[src/rtl/vmask_scan.sv]
// rtl/vmask_scan.sv - two-stage chunked mask scan for vfirst.m / vmsbf.m / vmsif.m / vmsof.m
// Optional popcount (vcpop.m on in_op=100) built when VMASK_SCAN_VCPOP_EN is defined.
module vmask_scan #(
  parameter int REQ_DATA_WIDTH  = 64,
  parameter int RESP_DATA_WIDTH = 64,
  parameter int IDX_BITS        = 10,
  parameter int CHUNK_WIDTH     = 16
) (
  input  logic                       clk,
  input  logic                       rst,
  input  logic                       in_valid,
  input  logic                       in_first,
  input  logic                       in_last,
  input  logic [2:0]                 in_op,
  input  logic [REQ_DATA_WIDTH-1:0]  in_m0,
  input  logic [REQ_DATA_WIDTH-1:0]  in_en,
  input  logic [IDX_BITS-1:0]        in_idx,
  output logic                       out_valid,
  output logic                       out_last,
  output logic [RESP_DATA_WIDTH-1:0] out_vec,
  output logic                       out_found
);

  localparam int NCHUNK = REQ_DATA_WIDTH / CHUNK_WIDTH;
  localparam int LBITS  = $clog2(CHUNK_WIDTH);
  localparam int LOWW   = $clog2(REQ_DATA_WIDTH);

  typedef enum logic [2:0] {
    K_VFIRST = 3'd0,
    K_VMSBF  = 3'd1,
    K_VMSIF  = 3'd2,
    K_VMSOF  = 3'd3,
    K_VCPOP  = 3'd4
  } kind_t;

  // ---------------- stage A: per-chunk priority encode ----------------
  logic [REQ_DATA_WIDTH-1:0] eff;
  logic [NCHUNK-1:0]         c_any;
  logic [LBITS-1:0]          c_low [NCHUNK];
  kind_t                     in_kind;

  assign eff = in_m0 & in_en;

  always_comb begin
    for (int c = 0; c < NCHUNK; c++) begin
      c_any[c] = |eff[c*CHUNK_WIDTH +: CHUNK_WIDTH];
      c_low[c] = '0;
      for (int j = CHUNK_WIDTH - 1; j >= 0; j--) begin
        if (eff[c*CHUNK_WIDTH + j]) c_low[c] = LBITS'(j);
      end
    end
  end

  // Reserved codes, and 100 when popcount is not built, fall back to vfirst.
  always_comb begin
    in_kind = K_VFIRST;
    case (in_op)
      3'b001:  in_kind = K_VMSBF;
      3'b010:  in_kind = K_VMSIF;
      3'b011:  in_kind = K_VMSOF;
`ifdef VMASK_SCAN_VCPOP_EN
      3'b100:  in_kind = K_VCPOP;
`endif
      default: in_kind = K_VFIRST;
    endcase
  end

  logic                      a_valid;
  logic                      a_first;
  logic                      a_last;
  kind_t                     a_kind;
  logic [IDX_BITS-1:0]       a_idx;
  logic [REQ_DATA_WIDTH-1:0] a_en;
  logic [NCHUNK-1:0]         a_any;
  logic [LBITS-1:0]          a_low [NCHUNK];

  always_ff @(posedge clk or posedge rst) begin
    if (rst) begin
      a_valid <= 1'b0;
      a_first <= 1'b0;
      a_last  <= 1'b0;
      a_kind  <= K_VFIRST;
      a_idx   <= '0;
      a_en    <= '0;
      a_any   <= '0;
      for (int c = 0; c < NCHUNK; c++) a_low[c] <= '0;
    end else begin
      a_valid <= in_valid;
      if (in_valid) begin
        a_first <= in_first;
        a_last  <= in_last;
        a_kind  <= in_kind;
        a_idx   <= in_idx;
        a_en    <= in_en;
        a_any   <= c_any;
        for (int c = 0; c < NCHUNK; c++) a_low[c] <= c_low[c];
      end
    end
  end

`ifdef VMASK_SCAN_VCPOP_EN
  localparam int PW   = LBITS + 1;
  localparam int CNTW = IDX_BITS + 1;

  logic [PW-1:0]   c_pop [NCHUNK];
  logic [PW-1:0]   a_pop [NCHUNK];
  logic [CNTW-1:0] count_r;
  logic [CNTW-1:0] cnt_sum;
  logic [CNTW-1:0] cnt_now;

  always_comb begin
    for (int c = 0; c < NCHUNK; c++) begin
      c_pop[c] = '0;
      for (int j = 0; j < CHUNK_WIDTH; j++) c_pop[c] = c_pop[c] + PW'(eff[c*CHUNK_WIDTH + j]);
    end
  end

  always_ff @(posedge clk or posedge rst) begin
    if (rst) begin
      for (int c = 0; c < NCHUNK; c++) a_pop[c] <= '0;
    end else if (in_valid) begin
      for (int c = 0; c < NCHUNK; c++) a_pop[c] <= c_pop[c];
    end
  end

  always_comb begin
    cnt_sum = '0;
    for (int c = 0; c < NCHUNK; c++) cnt_sum = cnt_sum + CNTW'(a_pop[c]);
    cnt_now = (a_first ? '0 : count_r) + cnt_sum;
  end

  always_ff @(posedge clk or posedge rst) begin
    if (rst)                                 count_r <= '0;
    else if (a_valid && a_kind == K_VCPOP)   count_r <= cnt_now;
  end
`endif

  // ---------------- stage B: combine chunks, apply cross-beat state ----------------
  logic                       found_r;
  logic [IDX_BITS-1:0]        cap_r;
  logic                       any;
  logic [LOWW-1:0]            lowest;
  logic                       prev;
  logic                       hit;
  logic [IDX_BITS-1:0]        cap_now;
  logic [REQ_DATA_WIDTH-1:0]  mask_beat;
  logic [RESP_DATA_WIDTH-1:0] res_vec;
  logic                       res_found;
  logic                       res_valid;

  always_comb begin
    any    = |a_any;
    lowest = '0;
    for (int c = NCHUNK - 1; c >= 0; c--) begin
      if (a_any[c]) lowest = LOWW'(c*CHUNK_WIDTH) + LOWW'(a_low[c]);
    end
    prev    = a_first ? 1'b0 : found_r;
    hit     = any & ~prev;
    cap_now = hit ? (a_idx + IDX_BITS'(lowest)) : cap_r;
  end

  always_comb begin
    mask_beat = '0;
    if (!prev && !any) begin
      mask_beat = (a_kind == K_VMSOF) ? '0 : '1;
    end else if (!prev) begin
      for (int i = 0; i < REQ_DATA_WIDTH; i++) begin
        case (a_kind)
          K_VMSBF: mask_beat[i] = LOWW'(i) <  lowest;
          K_VMSIF: mask_beat[i] = LOWW'(i) <= lowest;
          default: mask_beat[i] = LOWW'(i) == lowest;
        endcase
      end
    end
    mask_beat = mask_beat & a_en;
  end

  always_comb begin
    res_vec   = '0;
    res_found = prev | any;
    res_valid = a_valid & a_last;
    case (a_kind)
      K_VMSBF, K_VMSIF, K_VMSOF: begin
        res_vec   = RESP_DATA_WIDTH'(mask_beat);
        res_valid = a_valid;
      end
`ifdef VMASK_SCAN_VCPOP_EN
      K_VCPOP: begin
        res_vec   = RESP_DATA_WIDTH'(cnt_now);
        res_found = cnt_now != '0;
      end
`endif
      default: res_vec = (prev | any) ? RESP_DATA_WIDTH'(cap_now) : '1;
    endcase
  end

  always_ff @(posedge clk or posedge rst) begin
    if (rst) begin
      found_r   <= 1'b0;
      cap_r     <= '0;
      out_valid <= 1'b0;
      out_last  <= 1'b0;
      out_vec   <= '0;
      out_found <= 1'b0;
    end else begin
      if (a_valid) begin
        found_r <= prev | any;
        if (hit) cap_r <= cap_now;
      end
      out_valid <= res_valid;
      out_last  <= res_valid & a_last;
      out_vec   <= res_valid ? res_vec : '0;
      out_found <= res_valid & res_found;
    end
  end

endmodule

[config.mk]
export PLATFORM = sky130hd
export DESIGN_NAME = vmask_scan
export DESIGN_NICKNAME = d
export VERILOG_FILES = /design/src/rtl/vmask_scan.sv
export SDC_FILE = /design/constraint.sdc
export NUM_CORES = 1
export LEC_CHECK = 0
export ABC_AREA = 1
export CELL_PAD_IN_SITES_DETAIL_PLACEMENT = 1
export CELL_PAD_IN_SITES_GLOBAL_PLACEMENT = 2
export CORE_MARGIN = 1
export CORE_UTILIZATION = 25
export DETAILED_ROUTE_END_ITERATION = 10
export PLACE_DENSITY = 0.75
export SLEW_MARGIN = 20
export SYNTH_ARGS = -nofsm -noshare
export SYNTH_HDL_FRONTEND = slang
export SYNTH_SLANG_ARGS = --single-unit
[constraint.sdc]
create_clock -name clk -period 9.81 [get_ports clk]
set_clock_uncertainty 0.1 [all_clocks]
set_input_delay 2.943 -clock clk [delete_from_list [all_inputs] [get_ports clk]]
set_output_delay 2.943 -clock clk [all_outputs]
set_load 0.02 [all_outputs]
==> results of run 1 <==
==> power by group through the flow <==
| stage | sequential (W) | combinational, W | clock, W |
|---|---|---|---|
| global placement | 0.000846 | 0.000485 | 0 |
| floorplan | 0.000864 | 0.000243 | 0 |
| detailed placement | 0.000846 | 0.000490 | 0 |
| global route | 0.000840 | 0.000535 | 0.000733 |
| CTS | 0.000833 | 0.000493 | 0.000706 |
| finish | 0.000832 | 0.000484 | 0.000688 |
==> worst max-delay path by stage <==
stage / from / end / slack, ps / cells past startpoint
floorplan: rst / a_any[0] / 1970 / 1
global placement: rst / out_vec[50] / 4450 / 3
detailed placement: rst / out_vec[46] / 4390 / 3
CTS: in_valid / a_any[0] / 4850 / 9
global route: in_valid / a_any[0] / 4660 / 9
finish: in_valid / a_any[2] / 4910 / 9
==> cells in the mapped netlist (all sizes together) <==
master  number
a32o         2
clkbuf      37
nor2       131
inv        105
o221ai       2
buf         17
o22ai        5
nand2      544
clkinv       1
nand3       84
a31o         1
a21boi       3
a21oi      114
xor2         2
a31oi        5
or2          1
nor3         6
fa           1
nand4        3
ha           9
o31ai        6
o21ai      112
o311ai       1
o211ai      17
dfrtp      177
a22o         3
==> per-layer routing <==
metal	vias up	part of all wire [%]	global-route usage [%]	routed length, um
met2	227	47	33.1	19100
met1	4846	46	27.5	18900
met4	0	2.2	6.39	895
met3	45	4.3	3.06	1760
li1	4843	-	-	-
met5	-	0	0	0
==> area by class of cell <==
cell class | count | area, um^2
fillers | 4827 | 25900
multi-input cells | 1052 | 4920
flip-flops and latches | 177 | 4430
repair buffers | 219 | 2170
well taps | 518 | 648
clock buffers | 19 | 453
inverters | 106 | 407
clock inverters | 13 | 120
==> cells by family (layout without fill, tap and decap cells) <==
kind of cell	count (synthesis)	count (layout)	synth area share, %
and+or+nand+nor	769	769	32.4
AOI/OAI and AO/OA	271	271	15.3
DFF	177	177	44.3
buffers and inverters	160	357	6.56
adders and majority gates	10	10	1.33
xor gates and xnor gates	2	2	0.175
==> state kept, by name (all words and copies together) (netlist names), 2 cells and up <==
name     count
a_kind       2
cap_r       10
a_any        4
a_en        64
a_low       16
a_idx       10
out_vec     64
==> tightest hold or removal path, cell delays in order (launching register included) <==
cell,delay (ps)
dfrtp_1,350
nand2_1,60
nand2_1,40
==> through the flow <==
stage                     setup slack [ps]  cell area [um^2]  std cells
after floorplan                       1970             10000       1389
after global placement                4450             12600       2072
after detailed placement              4390             12600       2072
after CTS                             4850             13200       2104
after global routing                  4660             13200       2104
final                                 4910             13200       2104
==> results.yml, run 1 <==
hold_path:
  min_to: "a_en[25]"
  min_path_cells: 2
  hp-start: "a_en[25]"
  hold_path_class: "reg -> reg"
yosys:
  synth_top_area_share_pct: 44.3
  yosysWarnings: 0
  synth_area_per_cell_um2: 7.20
  ys_types: 45
  synth-seq-cells: 177
  synth_area_um2: 10000
  syn-num-nets: 1545
  synth_top_cell_by_area: "dfrtp_1"
  syn_inst: 1389
  synth_area_leaders: "dfrtp_1, nand2_1, a21oi_1"
  ys_seq_area_share_pct: 44.3
critical_path:
  r2r_slack_ps: 5430
  cp.arrival_ps: 5120
  crit_type: "in -> reg"
  worstPathRequired_ps: 10030
  crit_chain: "buf_4 > inv_2 > buf_4 > a21oi_1 > nand2_1 > nor2_1 > nand2_1 > nor2_1 > a21oi_1"
  max_stage_delay_ps: 470
  crit_path_end_kind: "flip-flop"
  r2r-end: "out_vec[21]"
  critPathLaunchType: "input pin"
  critPathSlowestCell: "buf_4"
  cp_max_fo: 59
  crit_buf_inv: 3
  worst_r2r_path_depth: 11
  crit-reg2reg-launch: "a_kind[0]"
  cp_top_family: "buffers and inverters"
power:
  ir_drop_mv: 0.0977
  p_leak_nw: 6.17
  p_total_w: 0.00200
  p_int_w: 0.00132
  p_clk_share_pct: 34.3
  seqPwrFrac_pct: 41.5
  powerDensity_nw_per_um2: 152
  p_sw_w: 0.000685
  p_sw_share_pct: 34.1
  comb_power_share_pct: 24.1
timing:
  hold_slack_ps: 378
  min_period_ps: 4900
  setup_tns_ps: 0
  fmax_ghz: 0.204
  grt_setup_unrepaired: "no"
  finalCritPeriodShare_pct: 49.9
  slew_headroom_pct: 35.0
  tightest_slew_ps: 975
  setup_viol: 0
  finalMaxSlewViolations: 0
  hold_viol: 0
grt:
  grt_pass1_vias: 10450
  antenna_found_initial: 0
  grt_pass1_wl_um: 62600
  grt_max_degree: 103
  grt-ovfl-total: 0
  grt_usage_pct: 20.3
final_layout:
  final_util_pct: 33.6
  nNetsFinal: 1729
  layout_common_cells: "nand2_1, clkdlybuf4s50_1, dfrtp_1"
  drive_gt1_share_pct: 7.57
  syn_to_final_growth_pct: 31.4
  antennaDiodeCount: 0
  final_common_cell: "nand2_1"
die:
  start_util_pct: 25.6
  die_height_um: 202
  die_w_um: 202
  core_area_um2: 39100
  io_pins: 213
  die-area_um2: 40800
  rows: 72
run:
  cap_violations: 0
clocking:
  cts_root_buf: "clkbuf_16"
  post_cts_buffers: 0
  cts_hold_buffers: 0
  cts_tree: "done"
  clock-sinks: 177
  cts_buffers: 17
  htreeDepth: 4
  cts_resized: 0
  clock_latency_ps: 460
  cts_buffer_depth: 2
  path_clk_slew_ps: 70
place:
  port_buffers: 212
  hpwlAfterDp_um: 29900
  routabilityCongestion: 0.892
detailed_routing:
  vias: 9961
  routed_via_density: 4.73
  wirelength_um: 40600
  dr.first_iter.drc_count: 500
  drc: 0
  dr.pass1.iters: 4
  post_drt_wl_per_cell_um: 19.3
  postRouteAntennaNets: 0
status:
  outcome: "finished clean"
Power figures use the tool's default switching activity.
==> run 2, diff against run 1 <==
- clock period: 9.81 -> 4.9 ns (I/O delays scaled with it)
==> run 2 against run 1 <==
Effect of this change:
- highest routed layer unchanged
- register-to-register slack got worse by 3700 ps
- clock-buffer cell count fell by 1
- power rose by 110%
- largest cell class unchanged
- global-route usage rose by 0.39 points
- worst setup slack got worse by 3100 ps
- critical path type is now reg -> reg
==> results.yml, run 2 (synthesis results as in run 1) <==
timing:
  fmax_ghz: 0.319
  worst_slack_ps: 1770
  min_period_ps: 3130
  setup_tns_ps: 0
  grt_setup_unrepaired: "no"
  tightest_slew_ps: 842
  finalMaxSlewViolations: 0
  slew_headroom_pct: 43.8
  finalCritPeriodShare_pct: 63.9
  setup_viol: 0
  hold_slack_ps: 376
  hold_viol: 0
grt:
  grt-ovfl-total: 0
  grt_pass1_vias: 10688
  grt_max_degree: 178
  grt_pass1_wl_um: 64100
  grt_usage_pct: 20.7
  antenna_found_initial: 0
die:
  io_pins: 213
  start_util_pct: 25.6
  core_area_um2: 39100
  die_w_um: 202
  rows: 72
  die-area_um2: 40800
  die_height_um: 202
critical_path:
  critPathLaunchType: "flip-flop"
  crit_buf_inv: 2
  crit_path_end_kind: "flip-flop"
  max_stage_delay_ps: 460
  r2r-end: "out_vec[59]"
  cp_max_fo: 13
  worst_r2r_path_depth: 11
  crit-reg2reg-launch: "a_any[2]"
  critPathCapture: "out_vec[59]"
  critPathSlowestCell: "dfrtp_1"
  worstPathRequired_ps: 5160
  worstSetupPathDepth: 11
  crit_chain: "inv_2 > nand2_2 > o21ai_2 > nand2_2 > nand2_2 > nand2_2 > inv_2 > nand2_1 > o21ai_0 > nand3_1 > a21oi_1"
  crit_type: "reg -> reg"
  cp_top_family: "simple AND/OR/NAND/NOR gates"
  worstSetupStartpoint: "a_any[2]"
  cp.arrival_ps: 3390
  crit_top_cell: "nand2_2"
  r2r_slack_ps: 1770
clocking:
  clock_latency_ps: 450
  cts_buffer_depth: 2
  cts_resized: 0
  clock-sinks: 177
  htreeDepth: 4
  cts_hold_buffers: 0
  cts_root_buf: "clkbuf_16"
  cts_buffers: 17
  cts_tree: "done"
  post_cts_buffers: 0
  path_clk_slew_ps: 70
place:
  routabilityCongestion: 0.932
  dp_cells: 2081
  pre_cts_ws_ps: 1690
  hpwlAfterDp_um: 30600
  port_buffers: 212
power:
  p_leak_nw: 6.25
  powerDensity_nw_per_um2: 315
  ir_drop_mv: 0.189
detailed_routing:
  vias: 10098
  postRouteAntennaNets: 0
  dr.pass1.iters: 4
  post_drt_wl_per_cell_um: 19.6
  routed_via_density: 4.78
  wirelength_um: 41400
  dr.first_iter.drc_count: 501
  drc: 0
hold_path:
  hold_path_class: "reg -> reg"
  hp-start: "a_en[20]"
status:
  outcome: "finished clean"
final_layout:
  final_util_pct: 34.1
  antennaDiodeCount: 0
  drive_gt1_share_pct: 8.03
  top_regs: "a_en: 64 flops, out_vec: 64 flops, a_low: 16 flops"
  fin_cells: 2113
  nNetsFinal: 1739
  final_common_cell: "nand2_1"
  layout_common_cells: "nand2_1, clkdlybuf4s50_1, dfrtp_1"
  syn_to_final_growth_pct: 33.1
run:
  cap_violations: 0
==> run 2: changes by cell type in the layout (fill, tap and decap cells not counted), moves of 2 or more <==
cell        delta
clkinvlp_4     +2
buf_4          +8
bufinv_16      +5
inv_8          -4
clkinv_4       -3
inv_6          -2
clkbuf_8       -2
==> run 2: how the worst min path moves through the flow <==
stage	end	cells after the start
after floorplan	a_en[17]	2
after global placement	a_en[23]	2
after detailed placement	a_en[42]	2
after CTS	a_en[42]	2
after global routing	a_last	2
final	a_en[20]	2
==> run 2: where the power goes <==
group,internal (W),leakage (nW),switching (W)
logic,0.000360,3.69,0.000631
clock network,0.000905,0.311,0.000622
registers,0.00160,2.25,0.0000793
==> run 2: metal layers <==
metal  vias to the layer above  share of wire [%]  track usage (%)
met4                         0                2.2             6.22
met3                        43                3.5             2.61
met1                      4968                 47             27.9
met5                         -                  0                0
li1                       4867                  -                -
met2                       220                 47             34.4
==> run 2: per-stage QoR <==
step | total power (W) | area, um^2
final | 0.00419 | 13300
after global routing | 0.00440 | 13300
after CTS | 0.00425 | 13300
after detailed placement | 0.00270 | 12700
after global placement | 0.00269 | 12700
after floorplan | 0.00222 | 10000
==> run 2: worst reg2reg max path: stages (launching register included) <==
cell,delay [ps]
dfrtp_1,460
inv_2,190
nand2_2,150
o21ai_2,240
nand2_2,80
nand2_2,360
nand2_2,150
inv_2,310
nand2_1,370
o21ai_0,370
nand3_1,120
a21oi_1,150
==> run 2: cell type report <==
type	count	area (um^2)
Sequential cell	177	4430
Inverter	106	404
Clock inverter	13	208
Timing Repair Buffer	229	2280
Multi-Input combinational cell	1052	4920
Tap cell	518	648
Clock buffer	18	429
Fill cell	4789	25800
